===== src/rtl/morse_key_sequencer.sv =====
// Morse key front end: sync, debounce, mark/gap timing and
// per-character symbol assembly for the segment decoder.
module morse_key_sequencer #(
  parameter int TICK_DIV       = 100000,
  parameter int DEBOUNCE_TICKS = 5,
  parameter int DASH_TICKS     = 200,
  parameter int CHAR_GAP_TICKS = 300,
  parameter int WORD_GAP_TICKS = 700,
  parameter int CNT_W          = 12
) (
  input  logic       clk_100Mhz,
  input  logic       reset,
  input  logic       key_in,
  output logic       data_valid,
  output logic [2:0] char_index,
  output logic [5:0] char_data,
  output logic       symbol_err,
  output logic       key_active
);

  localparam int PW = (TICK_DIV > 1) ? $clog2(TICK_DIV) : 1;
  localparam int DW = $clog2(DEBOUNCE_TICKS + 1);
  localparam logic [PW-1:0] PRE_MAX = PW'(TICK_DIV - 1);
  localparam logic [DW-1:0] DB_LAST = DW'(DEBOUNCE_TICKS - 1);
  localparam logic [CNT_W-1:0] DASH_C = CNT_W'(DASH_TICKS);
  localparam logic [CNT_W-1:0] CGAP_C = CNT_W'(CHAR_GAP_TICKS);
  localparam logic [CNT_W-1:0] WGAP_C = CNT_W'(WORD_GAP_TICKS);

  typedef enum logic [1:0] {
    S_IDLE,
    S_MARK,
    S_GAP,
    S_WORD
  } state_t;

  logic [1:0]       r_sync;
  logic [PW-1:0]    r_pre;
  logic [DW-1:0]    r_db;
  logic             r_key;
  state_t           r_state;
  state_t           w_state_nx;
  logic [CNT_W-1:0] r_dur;
  logic [CNT_W-1:0] w_dur_nx;
  logic [CNT_W-1:0] w_dur_inc;
  logic [4:0]       r_sr;
  logic [4:0]       w_sr_nx;
  logic [2:0]       r_cnt;
  logic [2:0]       w_cnt_nx;
  logic             r_ovf;
  logic             w_ovf_nx;
  logic             w_emit_chr;
  logic             w_emit_err;
  logic             w_emit_spc;
  logic             w_tick;
  logic             w_key_s;
  logic             w_fire;
  logic             w_press;
  logic             w_release;
  logic             w_sym;
  logic [5:0]       w_mask6;

  assign w_tick  = (r_pre == PRE_MAX);
  assign w_key_s = r_sync[1];
  // Edges are taken from the debounce toggle itself, so they land on a tick
  assign w_fire    = w_tick && (w_key_s != r_key) && (r_db == DB_LAST);
  assign w_press   = w_fire & ~r_key;
  assign w_release = w_fire & r_key;
  assign w_dur_inc = (r_dur == '1) ? r_dur : r_dur + CNT_W'(1);
  assign w_sym     = (w_dur_inc >= DASH_C);
  assign w_mask6   = (6'd1 << r_cnt) - 6'd1;
  assign key_active = r_key;

  always_ff @(posedge clk_100Mhz) begin
    if (reset) begin
      r_sync <= '0;
      r_pre  <= '0;
      r_db   <= '0;
      r_key  <= 1'b0;
    end else begin
      r_sync <= {r_sync[0], key_in};
      r_pre  <= w_tick ? '0 : r_pre + PW'(1);
      if (w_tick) begin
        if (w_key_s == r_key) begin
          r_db <= '0;
        end else if (r_db == DB_LAST) begin
          r_db  <= '0;
          r_key <= ~r_key;
        end else begin
          r_db <= r_db + DW'(1);
        end
      end
    end
  end

  always_ff @(posedge clk_100Mhz) begin
    if (reset) begin
      r_state <= S_IDLE;
      r_dur   <= '0;
      r_sr    <= '0;
      r_cnt   <= '0;
      r_ovf   <= 1'b0;
    end else begin
      r_state <= w_state_nx;
      r_dur   <= w_dur_nx;
      r_sr    <= w_sr_nx;
      r_cnt   <= w_cnt_nx;
      r_ovf   <= w_ovf_nx;
    end
  end

  always_comb begin
    w_state_nx = r_state;
    w_dur_nx   = r_dur;
    w_sr_nx    = r_sr;
    w_cnt_nx   = r_cnt;
    w_ovf_nx   = r_ovf;
    w_emit_chr = 1'b0;
    w_emit_err = 1'b0;
    w_emit_spc = 1'b0;
    unique case (r_state)
      S_IDLE: begin
        if (w_press) begin
          w_state_nx = S_MARK;
          w_dur_nx   = '0;
        end
      end
      S_MARK: begin
        // Release shares its tick, so the final length is the incremented one
        if (w_release) begin
          if (r_cnt < 3'd5) begin
            w_sr_nx  = {r_sr[3:0], w_sym};
            w_cnt_nx = r_cnt + 3'd1;
          end else begin
            w_ovf_nx = 1'b1;
          end
          w_state_nx = S_GAP;
          w_dur_nx   = '0;
        end else if (w_tick) begin
          w_dur_nx = w_dur_inc;
        end
      end
      S_GAP: begin
        if (w_press) begin
          w_state_nx = S_MARK;
          w_dur_nx   = '0;
        end else if (w_tick) begin
          w_dur_nx = w_dur_inc;
          if (w_dur_inc == CGAP_C) begin
            w_emit_err = r_ovf;
            w_emit_chr = ~r_ovf;
            w_sr_nx    = '0;
            w_cnt_nx   = '0;
            w_ovf_nx   = 1'b0;
            w_state_nx = S_WORD;
          end
        end
      end
      S_WORD: begin
        if (w_press) begin
          w_state_nx = S_MARK;
          w_dur_nx   = '0;
        end else if (w_tick) begin
          w_dur_nx = w_dur_inc;
          if (w_dur_inc == WGAP_C) begin
            w_emit_spc = 1'b1;
            w_state_nx = S_IDLE;
          end
        end
      end
      default: w_state_nx = S_IDLE;
    endcase
  end

  always_ff @(posedge clk_100Mhz) begin
    if (reset) begin
      data_valid <= 1'b0;
      symbol_err <= 1'b0;
      char_index <= '0;
      char_data  <= '0;
    end else begin
      data_valid <= w_emit_chr | w_emit_spc;
      symbol_err <= w_emit_err;
      if (w_emit_chr) begin
        char_index <= r_cnt - 3'd1;
        char_data  <= {1'b0, r_sr & w_mask6[4:0]};
      end else if (w_emit_spc) begin
        char_index <= 3'd5;
        char_data  <= '0;
      end
    end
  end

endmodule


===== config.mk =====
export PLATFORM = sky130hd
export DESIGN_NAME = morse_key_sequencer
export DESIGN_NICKNAME = d
export VERILOG_FILES = /design/src/rtl/morse_key_sequencer.sv
export SDC_FILE = /design/constraint.sdc
export NUM_CORES = 1
export LEC_CHECK = 0
export BUFFER_PORTS_ARGS = -buffer_cell sky130_fd_sc_hd__buf_2
export CAP_MARGIN = 20
export CORE_MARGIN = 2
export CORE_UTILIZATION = 55
export CTS_BUF_LIST = sky130_fd_sc_hd__clkbuf_2 sky130_fd_sc_hd__clkbuf_4 sky130_fd_sc_hd__clkbuf_8
export CTS_CLUSTER_SIZE = 14
export DETAILED_ROUTE_END_ITERATION = 8
export PLACE_DENSITY = 0.73
export SLEW_MARGIN = 20
export SYNTH_ARGS = -nofsm -noshare
export SYNTH_HDL_FRONTEND = slang
export SYNTH_SLANG_ARGS = --single-unit

===== constraint.sdc =====
create_clock -name clk_100Mhz -period 4.3 [get_ports clk_100Mhz]
set_clock_uncertainty 0.1 [all_clocks]
set_input_delay 0.86 -clock clk_100Mhz [delete_from_list [all_inputs] [get_ports clk_100Mhz]]
set_output_delay 0.86 -clock clk_100Mhz [all_outputs]
set_load 0.01 [all_outputs]

# Word level (Yosys, flattened, before mapping)
# Index checks and enable logic that the tools add are counted.
dict set report classes {
  n_addsub 6
  n_mul 0
  div 0
  magnitude_cmp 2
  eq_ne 21
  shifts 1
  n_mux 47
  bitwise 10
  reduce_logical 12
}
# op n
set op_table {}
lappend op_table {{12-bit 2-to-1 mux} 5}
lappend op_table {{12-bit case mux with 3 select lines} 1}
lappend op_table {{5-bit 2-to-1 mux} 7}
lappend op_table {{3-bit 2-to-1 mux} 9}
lappend op_table {{6-bit AND reduction} 3}
lappend op_table {{17-bit by 1-bit adder with 17-bit output (second input constant)} 1}
lappend op_table {{17-bit == test (second input constant)} 1}
lappend op_table {{2-bit 2-to-1 mux} 8}
lappend op_table {{2-bit inequality test (second input constant)} 7}
lappend op_table {{1-bit 2-to-1 mux} 13}
lappend op_table {{12-bit by 1-bit adder with 12-bit output (second input constant)} 1}
lappend op_table {{12-bit by 10-bit == test with 1-bit output (second input constant)} 1}
lappend op_table {{12-bit == test (second input constant)} 1}
lappend op_table {{12-bit by 9-bit == test with 1-bit output (second input constant)} 1}
lappend op_table {{12-bit by 8-bit >= comparator with 1-bit output (second input constant)} 1}
lappend op_table {{3-bit inequality test (second input constant)} 4}
lappend op_table {{5-bit case mux with 2 select lines} 1}
lappend op_table {{2-bit case mux with 4 select lines} 1}
lappend op_table {{3-bit by 1-bit adder with 3-bit output (second input constant)} 2}
lappend op_table {{1-bit inverter} 6}
lappend op_table {{3-bit case mux with 2 select lines} 1}
lappend op_table {{5-bit bitwise AND} 1}
lappend op_table {{5-bit OR reduction} 1}
lappend op_table {{1-bit by 3-bit << shifter with 5-bit output (first input constant)} 1}
lappend op_table {{other kinds (16)} 21}
dict set report totals {
  ff_bits 56
  latch_bits 0
  ramBits 0
  romBits 0
  wordCells 112
  mem_count 0
}

# Longest topological paths before layout
# Gate-level depths: netlist of the first run.
dict set report depth {
  depth_word 9
  ltp_mapped 11
  ltp_nobuf 9
}

# Least setup slack after synthesis of the first run
# OpenSTA, ideal clock, no wires.
dict set report synth_path {
  path_kind {register to register}
  start {register r_dur[0]}
  end {register char_data[1]}
  t_arrival_ns 2.456
  setup_slack_ns 1.656
  path_stages_with_launch 11
  n_path_buf 2
  period_less_slack_ns 2.644
  cell_sequence {dfxtp_1 -> ha_1 -> and2_1 -> buf_2 -> a21oi_1 -> a2bb2o_4 -> nor4b_4 -> nand4_2 -> or3_1 -> buf_2 -> o32ai_2}
}
dict set report synth_between {
  elab_chain_cells 8
  word_cells_on_any_way 15
}
# element line
set synth_lines {}
lappend synth_lines {{start, declared} 42} ;# logic [CNT_W-1:0] r_dur;
lappend synth_lines {{start signal, assigned} 104} ;# r_dur <= w_dur_nx;
lappend synth_lines {{12-bit by 1-bit adder with 12-bit output or 12-bit == test (tied branches)} 68} ;# assign w_dur_inc = (r_dur == '1) ? r_dur : r_dur + CNT_W'(1);
lappend synth_lines {{12-bit 2-to-1 mux (*)} 68}
lappend synth_lines {{12-bit by 9-bit == test with 1-bit output or 12-bit by 10-bit == test with 1-bit output (tied branches)} {148, 164}}
lappend synth_lines {{1-bit 2-to-1 mux (on tied branches)} {148, 164}}
lappend synth_lines {{1-bit 2-to-1 mux (on tied branches)} {146, 162}}
lappend synth_lines {{1-bit 2-to-1 mux (on tied branches)} {143, 159}}
lappend synth_lines {{1-bit 2-to-1 mux} 120} ;# unique case (r_state)
lappend synth_lines {{5-bit 2-to-1 mux or 2-bit nonzero test (tied branches)} --}
lappend synth_lines {{end signal, assigned} 185} ;# char_data <= {1'b0, r_sr & w_mask6[4:0]};
lappend synth_lines {{end, declared} 16} ;# output logic [5:0] char_data,
# Mark *: on every way between the ends. The rest lies on a longest branch, timed or not.
# A chain may end at the register's enable or synchronous reset.

# Worst setup path after layout of the first run
# Same ends and word-level chain as after synthesis.

==> results by group, run 1 <==
Run status
  – Outcome: complete, no violations

Place
  – Placed instance area: 3189 um^2
  – RD Place Congestion: 0.9217
  – # port buffers: 13
  – Placed wire-length estimate: 4674 um

Worst setup path
  – CP max stage delay: 0.52 ns
  – R2R Setup Slk: 1.33 ns
  – WP buf/inv: 0
  – Cell class contributing the biggest share of worst-path delay: simple AND/OR/NAND/NOR gates
  – CP endpoint kind: flop
  – Crit path cell chain: ha_1 > and2_1 > nand4_2 > o21ai_0 > and3_1 > nand4_2 > o211ai_1 > o32ai_2
  – CP Launch Type: flop
  – Critical path required time: 4.39 ns
  – Critical path's slowest cell: o211ai_1
  – Crit Path Max Fanout: 10
  – Crit path DAT: 3.06 ns
  – Most used cell, CP: nand4_2
  – Critical path class: reg -> reg

Global routing
  – Vias in the first global route: 2407
  – GR Util met1: 0.3112
  – Global route total overflow: 0
  – GRT Total Usage: 0.2226
  – First-pass GRT wire length: 11210 um
  – GRT met3 Usage: 0.03182
  – Busiest grt layer: met2
  – Met2 usage: 0.3432
  – Pin count of the biggest net entering global routing: 29
  – Initial antenna violation count: 0

Finish
  – Most common library cell in the layout ignoring fill and taps: dfxtp_1
  – Final non-filler cell area: 3283 um^2
  – Most frequent cells in the layout: dfxtp_1, nor2_1, nand2_1, a21oi_1, o21ai_0
  – Layout cells sized above 1: 0.09845
  – Synthesis-to-finish area growth: 5.128%
  – Antenna fix cells: 0
  – # nets final: 399

Floorplan
  – Die Ht: 79.36 um
  – Top Ports: 15
  – Initial Util: 0.5671
  – Core ar.: 5507 um^2
  – Row Count: 27
  – Die Width: 79.36 um
  – Die ar.: 6297 um^2

Synth
  – Post-synthesis mux area share: 0.01923
  – Yosys warnings: 0
  – Prevailing post-synth register cell: dfxtp_1
  – Largest family of logic cells by synthesized area: simple AND/OR/NAND/NOR gates
  – Xor/xnor share of the synthesized area: 0.05609
  – Syn nets: 397
  – Ys async rst share: 0
  – Post-synth EDFFs: 0
  – Post-Synth Adder-Cell Area: 0.04407
  – Yosys reg bits: 56
  – Sequential area share after synthesis: 0.3590
  – Synth Area in Compound Gates: 0.1595
  – Synth Cell Area: 3123 um^2
  – Simple-gate portion of the synthesized area: 0.3109
  – Syn_area_per_cell: 8.154 um^2
  – Synth Instances: 383
  – Unique masters post-synth: 54

Clock tree
  – Clock Latency Late Sink: 0.32 ns
  – CTS hold repair buffers: 0
  – Clock Sinks: 56
  – Clock transition at path regs: 0.11 ns
  – CTS root buffer: clkbuf_8
  – Clock Path Buffers: 2
  – Num CTS Buffers: 5
  – TritonCTS clock tree: built
  – Post-cts gate resize count: 0
  – Setup Buffers After CTS: 0
  – H-tree depth: 2

Drt
  – WL final: 6462 um
  – Antenna Violating Nets Remaining: 0
  – Drt wl/cell: 14.11 um
  – DR vias/cell: 5.795
  – TritonRoute pass-1 iters: 4
  – Routed vias: 2654
  – DR DRC count: 0
  – Number of DRC markers in iteration 0: 171

Timing
  – RSZ-0062 raised after global routing: no
  – Final Hold Fails: 0
  – Final setup TNS: 0 ns
  – Final min period: 2.970 ns
  – Slew Limit Fails: 0
  – Peak Freq: 336.7 MHz
  – Final setup fails: 0
  – Relative slew slack: 0.5045
  – Slew @ Worst Pin: 0.7417 ns
  – Post-route clock period utilization: 0.6906

Power
  – VDD IR max: 0.1681 mV
  – Static Leakage: 1.186 nW
  – Pwr Density: 256.9 nW/um^2

Run
  – Max-cap viol count: 0

Worst hold path
  – Worst Hold Class: reg -> reg
[area by class of cell]
| class | count | area [um^2] |
|---|---|---|
| Inverter | 16 | 60.06 |
| Multi-Input combinational cell | 292 | 1846 |
| Timing Repair Buffer | 14 | 72.57 |
| Clock inverter | 3 | 25.02 |
| Sequential cell | 56 | 1121 |
| Tap cell | 72 | 90.09 |
| Clock buffer | 5 | 68.82 |
| Fill cell | 519 | 2223 |
[state kept, by name, indices dropped and copies added, names as in the netlist]
signal / cells
data_valid: 1
r_sr: 5
r_db: 3
r_ovf: 1
r_cnt: 3
symbol_err: 1
key_active: 1
r_pre: 17
char_data: 5
r_sync: 2
char_index: 3
r_dur: 12
r_state: 2
[cell usage after synthesis (3+ instances only)]
library cell,count,area share
nor3b_1,6,0.014
and3_1,7,0.014
nor2b_1,9,0.018
a22oi_1,3,0.0072
xnor2_1,6,0.017
nor3_1,8,0.013
nor2_1,46,0.055
nand4_1,11,0.022
o21ai_0,20,0.032
o211ai_1,4,0.0096
buf_2,5,0.0080
xor2_1,14,0.039
inv_1,16,0.019
nor4_1,4,0.0080
or3_1,6,0.012
buf_4,5,0.012
ha_1,11,0.044
a21oi_1,22,0.035
mux2i_1,6,0.019
o22ai_1,9,0.018
nand2b_1,5,0.010
nand2_1,39,0.047
o31ai_1,4,0.0096
nand3_1,17,0.027
dfxtp_1,56,0.36
o21a_1,3,0.0072
clkbuf_1,9,0.011
[layer usage]
metal,up-vias,routed length (um),share of wire
met4,0,148,0.023
met1,1238,3174,0.49
met3,15,171,0.026
met5,-,0,0
li1,1359,-,-
met2,42,2967,0.46
[worst paths after layout]
kind,start,endpoint,cells past startpoint
min reg2reg,char_data[4],char_data[4],2
max reg2reg,r_dur[0],char_data[1],8
max,r_dur[0],char_data[1],8
min,char_data[4],char_data[4],2
[logic make-up after synthesis]
kind of cell,after synthesis
AOI/OAI and AO/OA,76
xor gates and xnor gates,20
adders and majority gates,11
buffers and inverters,35
DFF,56
muxes,6
other,1
and+or+nand+nor,178
[where the power goes]
part	switching, mW	leakage [nW]	internal (mW)
Clock	0.183	0.0452	0.119
Sequential	0.00279	0.452	0.522
Combinational	0.0126	0.689	0.00454
Total	0.198	1.19	0.645
[metrics by stage]
step | hold WS, ns | instances | total power [mW] | util | setup slack, ns
6_report | 0.3552 | 458 | 0.8436 | 0.5962 | 1.330
5_1_grt | 0.3851 | 458 | 0.8753 | 0.5962 | 1.049
2_1_floorplan | 0.3138 | 383 | 0.5497 | - | 1.656
3_5_place_dp | 0.3411 | 450 | 0.5536 | 0.5792 | 1.323
4_1_cts | 0.3580 | 458 | 0.8521 | 0.5962 | 1.315
3_3_place_gp | 0.3415 | 450 | 0.5532 | 0.5792 | 1.354
[worst min-delay path, stage by stage, from the launching register on]
cell	delay [ns]
dfxtp_1	0.32
inv_1	0.04
o22ai_1	0.05
(Power assumes the default switching activity.)
==> run 2, diff against run 1 <==
Settings changed: ABC_AREA set to 1, PLACE_DENSITY 0.73 to 0.72.
Clock period 4.3 ns to 3.09 ns, I/O delays scaled along.
==> results by group, run 2 <==
Run status
  – Outcome: complete, no violations (unchanged)

Power
  – Clock Power Share: 0.362 (was 0.358)
  – Pint: 897.6 uW (was 645.2 uW)
  – Pwr Density: 334.0 nW/um^2 (was 256.9 nW/um^2)
  – Total power: 1.180 mW (was 843.6 uW)
  – P_sw: 282.2 uW (was 198.3 uW)
  – Static Leakage: 1.430 nW (was 1.186 nW)
  – Power share of the sequential group: 0.618 (was 0.622)
  – Logic pwr share: 0.020 (about the same)
  – Sw Share: 0.2392 (was 0.2351)
  – VDD IR max: 0.1988 mV (was 0.1681 mV)

Worst setup path
  – CP max stage delay: 0.37 ns (was 0.52 ns)
  – Setup crit start: r_pre[0] (was r_dur[0])
  – Critical path's slowest cell: dfxtp_1 (was o211ai_1)
  – CP endpoint kind: flop (unchanged)
  – Critical path required time: 3.19 ns (was 4.39 ns)
  – Crit path DAT: 2.78 ns (was 3.06 ns)
  – Crit Path Max Fanout: 15 (was 10)
  – Crit path cell chain: ha_1 > nand2_1 > nor2_1 > nand3_1 > nor2_4 > nand4_1 > nand2_1 > nand2_1 > nand2_1 > nand2_1 > nand2_1 > a21oi_1 (was ha_1 > and2_1 > nand4_2 > o21ai_0 > and3_1 > nand4_2 > o211ai_1 > o32ai_2)
  – Most used cell, CP: nand2_1 (was nand4_2)
  – Critical path class: reg -> reg (unchanged)
  – Worst r2r src: r_pre[0] (was r_dur[0])
  – CP Launch Type: flop (unchanged)

Synth
  – Post-synth EDFFs: 0 (unchanged)
  – Syn nets: 517 (was 397)
  – Ys async rst share: 0 (unchanged)
  – Largest area contributor in the netlist: dfxtp_1 (unchanged)
  – Sequential area share after synthesis: 0.3372 (was 0.3590)
  – Synth Cell Area: 3324 um^2 (was 3123 um^2)
  – Largest cells by area after synthesis: dfxtp_1, nand2_1, nor2_1 (was dfxtp_1, nor2_1, nand2_1)
  – Top-count cell post-synth: nand2_1 (was dfxtp_1)
  – Top cell type's share of synthesized area: 0.3372 (was 0.3590)
  – Yosys warnings: 0 (unchanged)
  – Yosys reg bits: 56 (unchanged)
  – Prevailing post-synth register cell: dfxtp_1 (unchanged)
  – Most frequent cells after synthesis: nand2_1, nor2_1, inv_1 (was dfxtp_1, nor2_1, nand2_1)
  – Unique masters post-synth: 35 (was 54)
  – Syn_area_per_cell: 6.609 um^2 (was 8.154 um^2)
  – Synth Instances: 503 (was 383)

Drt
  – DR DRC count: 0 (unchanged)
  – TritonRoute pass-1 iters: 7 (was 4)
  – DR vias/cell: 5.398 (was 5.795)
  – Routed vias: 3190 (was 2654)
  – Number of DRC markers in iteration 0: 195 (was 171)
  – Drt wl/cell: 12.13 um (was 14.11 um)
  – Antenna Violating Nets Remaining: 0 (unchanged)
  – WL final: 7168 um (was 6462 um)

Finish
  – Layout Utilization: 0.6001 (was 0.5962)
  – Antenna fix cells: 0 (unchanged)
  – Regs by FF count: r_pre: 17 flops, r_dur: 12 flops (unchanged)
  – Layout cells sized above 1: 0.08527 (was 0.09845)
  – Non-Filler Instances: 591 (was 458)
  – Most frequent cells in the layout: nand2_1, nor2_1, inv_1, dfxtp_1, nand3_1 (was dfxtp_1, nor2_1, nand2_1, a21oi_1, o21ai_0)
  – Most common library cell in the layout ignoring fill and taps: nand2_1 (was dfxtp_1)
  – Largest reg by FF count: r_pre (unchanged)
  – Max reg flops: 17 (unchanged)
  – Synthesis-to-finish area growth: 6.248% (was 5.128%)
  – # nets final: 529 (was 399)

Timing
  – Relative slew slack: 0.5101 (was 0.5045)
  – Slew @ Worst Pin: 0.7340 ns (was 0.7417 ns)
  – RSZ-0062 raised after global routing: no (unchanged)
  – Slew Limit Fails: 0 (unchanged)
  – Final setup fails: 0 (unchanged)
  – Worst setup margin: 0.4041 ns (was 1.330 ns)
  – Final min period: 2.686 ns (was 2.970 ns)
  – Final Hold Fails: 0 (unchanged)
  – Post-route clock period utilization: 0.8692 (was 0.6906)
  – Final setup TNS: 0 ns (unchanged)
  – Peak Freq: 372.3 MHz (was 336.7 MHz)

Place
  – # port buffers: 13 (unchanged)
  – Placed instance count: 583 (was 450)
  – Placed wire-length estimate: 5527 um (was 4674 um)
  – RD Place Congestion: 0.8678 (was 0.9217)
  – Place WS: 0.4706 ns (was 1.323 ns)

Worst hold path
  – Worst Hold Class: reg -> reg (unchanged)
  – Hold_sp: r_sync[0] (was char_data[4])

Floorplan
  – Die ar.: 6682 um^2 (was 6297 um^2)
  – Initial Util: 0.5648 (was 0.5671)
  – Die Width: 81.75 um (was 79.36 um)
  – Core ar.: 5886 um^2 (was 5507 um^2)
  – Row Count: 28 (was 27)
  – Top Ports: 15 (unchanged)
  – Die Ht: 81.75 um (was 79.36 um)

Run
  – Max-cap viol count: 0 (unchanged)

Clock tree
  – CTS hold repair buffers: 0 (unchanged)
  – CTS root buffer: clkbuf_8 (unchanged)
  – TritonCTS clock tree: built (unchanged)
  – Clock transition at path regs: 0.10 ns (was 0.11 ns)
  – Clock Sinks: 56 (unchanged)
  – Clock Latency Late Sink: 0.32 ns (about the same)
  – Num CTS Buffers: 5 (unchanged)
  – H-tree depth: 2 (unchanged)
  – Setup Buffers After CTS: 0 (unchanged)
  – Post-cts gate resize count: 0 (unchanged)
  – Clock Path Buffers: 2 (unchanged)

Global routing
  – Pin count of the biggest net entering global routing: 25 (was 29)
  – Global route total overflow: 0 (unchanged)
  – First-pass GRT wire length: 12250 um (was 11210 um)
  – Vias in the first global route: 2796 (was 2407)
  – GRT Total Usage: 0.2310 (was 0.2226)
  – Initial antenna violation count: 0 (unchanged)
## run 2: final timing paths
kind | to | slack, ns | cells after the start
worst min register to register | r_sync[1] | 0.32 | 2
worst max-delay path | r_dur[1] | 0.40 | 12
worst min-delay path | r_sync[1] | 0.32 | 2
worst max register to register | r_dur[1] | 0.40 | 12
## run 2: cell type report
cell class / instances / area, um^2
multi-input cells: 371 / 1898
clock buffers: 5 / 68.82
well taps: 75 / 93.84
inverters: 67 / 251.5
clock inverters: 3 / 26.28
flip-flops and latches: 56 / 1121
fillers: 569 / 2354
repair buffers: 14 / 72.57
## run 2: metrics by stage
| stage | hold slack (ns) | instance area [um^2] |
|---|---|---|
| 2_1_floorplan | 0.2883 | 3324 |
| 3_3_place_gp | 0.3003 | 3437 |
| 3_5_place_dp | 0.3043 | 3437 |
| 5_1_grt | 0.3531 | 3532 |
| 6_report | 0.3156 | 3532 |
| 4_1_cts | 0.3160 | 3532 |
## run 2: kinds of logic after synthesis
family	Yosys count	share of synthesized area
other	1	0.001128
adders and majority gates	11	0.04140
AOI/OAI and AO/OA	64	0.1039
DFF	56	0.3372
and+or+nand+nor	285	0.3982
buffers and inverters	76	0.09184
xor gates and xnor gates	10	0.02634
## run 2: critical path: cells and delay by family (launching register included)
kind            cells  cell delay [ns]
compound gates      1             0.06
flops               1             0.37
simple gates       10             1.86
fa+ha+maj           1             0.18
## run 2: metal layers
layer,GRT usage,wire (um),vias up
met5,0,0,-
met4,0.06000,85,0
met3,0.03516,374,11
met2,0.3667,3250,81
met1,0.3279,3458,1449
li1,-,-,1649
## run 2: power by group through the flow
stage               Sequential [mW]  Clock [mW]  Combinational (mW)
CTS                           0.729       0.434              0.0244
global placement              0.745           0              0.0240
detailed placement            0.745           0              0.0244
floorplan                     0.744           0              0.0199
finish                        0.729       0.427              0.0241
global route                  0.729       0.462              0.0290
==> run 3, diff against run 2 <==
Settings changed: CORE_UTILIZATION 55 to 30, PLACE_DENSITY 0.72 to unset.
==> results by group, run 3 (synthesis results as in run 2) <==
Drt
  – Drt wl/cell: 11.62 um (was 12.13 um)
  – Routed vias: 3085 (was 3190)
  – Number of DRC markers in iteration 0: 124 (was 195)
  – Antenna Violating Nets Remaining: 0 (unchanged)
  – TritonRoute pass-1 iters: 5 (was 7)
  – WL final: 7612 um (was 7168 um)
  – DR DRC count: 0 (unchanged)
  – DR vias/cell: 4.710 (was 5.398)

Finish
  – Layout Utilization: 0.3323 (was 0.6001)
  – Antenna fix cells: 0 (unchanged)
  – Most frequent cells in the layout: nand2_1, nor2_1, inv_1, dfxtp_1, nand3_1 (unchanged)
  – Layout cells sized above 1: 0.08350 (was 0.08527)
  – Synthesis-to-finish area growth: 8.355% (was 6.248%)
  – Most common library cell in the layout ignoring fill and taps: nand2_1 (unchanged)
  – Max reg flops: 17 (unchanged)
  – Regs by FF count: r_pre: 17 flops, r_dur: 12 flops (unchanged)
  – Largest reg by FF count: r_pre (unchanged)
  – # nets final: 528 (was 529)

Timing
  – RSZ-0062 raised after global routing: no (unchanged)
  – Final min period: 2.756 ns (was 2.686 ns)
  – Final setup TNS: 0 ns (unchanged)
  – Peak Freq: 362.8 MHz (was 372.3 MHz)
  – Final setup fails: 0 (unchanged)
  – Post-route clock period utilization: 0.8921 (was 0.8692)
  – Slew Limit Fails: 0 (unchanged)
  – Slew @ Worst Pin: 0.7303 ns (was 0.7340 ns)
  – Final Hold Fails: 0 (unchanged)
  – Relative slew slack: 0.5126 (was 0.5101)
  – Worst setup margin: 0.3336 ns (was 0.4041 ns)

Power
  – VDD IR max: 0.1856 mV (was 0.1988 mV)
  – Sw Share: 0.2316 (was 0.2392)
  – Pwr Density: 323.4 nW/um^2 (was 334.0 nW/um^2)
  – Total power: 1.165 mW (was 1.180 mW)
  – Clock Power Share: 0.354 (was 0.362)
  – Logic pwr share: 0.021 (was 0.020)
  – Power share of the sequential group: 0.625 (was 0.618)
  – Pint: 895.1 uW (was 897.6 uW)
  – Static Leakage: 1.431 nW (was 1.430 nW)
  – P_sw: 269.8 uW (was 282.2 uW)

Floorplan
  – Top Ports: 15 (unchanged)
  – Die Ht: 109.3 um (was 81.75 um)
  – Row Count: 38 (was 28)
  – Die ar.: 11940 um^2 (was 6682 um^2)
  – Die Width: 109.3 um (was 81.75 um)
  – Initial Util: 0.3067 (was 0.5648)
  – Core ar.: 10840 um^2 (was 5886 um^2)

Run status
  – Outcome: complete, no violations (unchanged)

Global routing
  – GRT Total Usage: 0.1359 (was 0.2310)
  – Vias in the first global route: 2929 (was 2796)
  – Global route total overflow: 0 (unchanged)
  – Pin count of the biggest net entering global routing: 25 (unchanged)
  – Initial antenna violation count: 0 (unchanged)
  – First-pass GRT wire length: 13190 um (was 12250 um)

Place
  – Placed wire-length estimate: 5834 um (was 5527 um)
  – RD Place Congestion: 0.8297 (was 0.8678)
  – Place WS: 0.3459 ns (was 0.4706 ns)
  – # port buffers: 13 (unchanged)

Worst setup path
  – Crit path DAT: 2.85 ns (was 2.78 ns)
  – CP max stage delay: 0.36 ns (was 0.37 ns)
  – Critical path required time: 3.19 ns (about the same)
  – CP endpoint kind: flop (unchanged)
  – Critical path class: reg -> reg (unchanged)
  – Reg2Reg Depth: 12 (unchanged)
  – Worst r2r src: r_pre[0] (unchanged)
  – Critical path's slowest cell: dfxtp_1 (unchanged)
  – CP Launch Type: flop (unchanged)
  – Crit Path Max Fanout: 15 (unchanged)
  – R2R Setup Slk: 0.33 ns (was 0.40 ns)
  – Most used cell, CP: nand2_1 (unchanged)
  – Critical R2R Capture: r_dur[10] (was r_dur[1])
  – Crit path cell chain: ha_1 > nand2_1 > nor2_1 > nand3_1 > nor2_4 > nand4_1 > nand2_1 > nand2_1 > nand2_1 > nand2_1 > nand2_1 > a21oi_1 (unchanged)

Clock tree
  – CTS hold repair buffers: 0 (unchanged)
  – Post-cts gate resize count: 0 (unchanged)
  – CTS root buffer: clkbuf_8 (unchanged)
  – TritonCTS clock tree: built (unchanged)
  – H-tree depth: 2 (unchanged)
  – Clock Sinks: 56 (unchanged)
  – Num CTS Buffers: 5 (unchanged)
  – Clock Latency Late Sink: 0.31 ns (was 0.32 ns)
  – Clock transition at path regs: 0.11 ns (was 0.10 ns)
  – Setup Buffers After CTS: 0 (unchanged)
  – Clock Path Buffers: 2 (unchanged)

Worst hold path
  – Worst Hold End: r_sync[1] (unchanged)
  – Worst Hold Class: reg -> reg (unchanged)
  – Hold Path Depth: 2 (unchanged)
  – Hold_sp: r_sync[0] (unchanged)

Run
  – Max-cap viol count: 0 (unchanged)
-- run 3: through the flow --
| stage | area (um^2) | hold slack [ns] | cells |
|---|---|---|---|
| floorplan | 3324 | 0.2883 | 503 |
| global placement | 3511 | 0.3008 | 647 |
| detailed placement | 3511 | 0.2994 | 647 |
| CTS | 3602 | 0.3148 | 655 |
| global route | 3602 | 0.3351 | 655 |
| finish | 3602 | 0.3125 | 655 |
-- run 3: how the worst max path moves through the flow --
stage,slack [ns],cells past startpoint,from,endpoint
floorplan,0.97,14,r_dur[1],r_cnt[0]
global placement,0.52,12,r_pre[0],r_dur[1]
detailed placement,0.35,12,r_pre[0],r_dur[10]
CTS,0.32,12,r_pre[0],r_dur[10]
global route,0.01,12,r_pre[0],r_dur[0]
finish,0.33,12,r_pre[0],r_dur[10]
-- run 3: layout make-up --
class / instances / area (um^2)
clock buffers: 5 / 68.82
clock inverters: 3 / 22.52
fillers: 1210 / 7238
inverters: 67 / 251.5
multi-input cells: 371 / 1898
flip-flops and latches: 56 / 1121
well taps: 140 / 175.2
repair buffers: 13 / 65.06
-- run 3: metal layers --
metal / global-route usage / vias up / wire length (um)
li1: - / 1648 / -
met1: 0.1743 / 1380 / 3726
met2: 0.2374 / 49 / 3563
met3: 0.01733 / 8 / 221
met4: 0.04069 / 0 / 100
met5: 0 / - / 0
-- run 3: worst max-delay path, delay by kind of cell (launching register included) --
family | cells | cell delay (ns)
fa+ha+maj | 1 | 0.18
simple gates | 10 | 1.93
compound gates | 1 | 0.06
flops | 1 | 0.36
-- run 3: power by group through the flow --
stage / clock (mW) / combinational, mW / sequential (mW)
2_1_floorplan: 0 / 0.0199 / 0.744
3_3_place_gp: 0 / 0.0245 / 0.745
3_5_place_dp: 0 / 0.0249 / 0.745
4_1_cts: 0.431 / 0.0249 / 0.728
5_1_grt: 0.454 / 0.0293 / 0.729
6_report: 0.412 / 0.0243 / 0.728
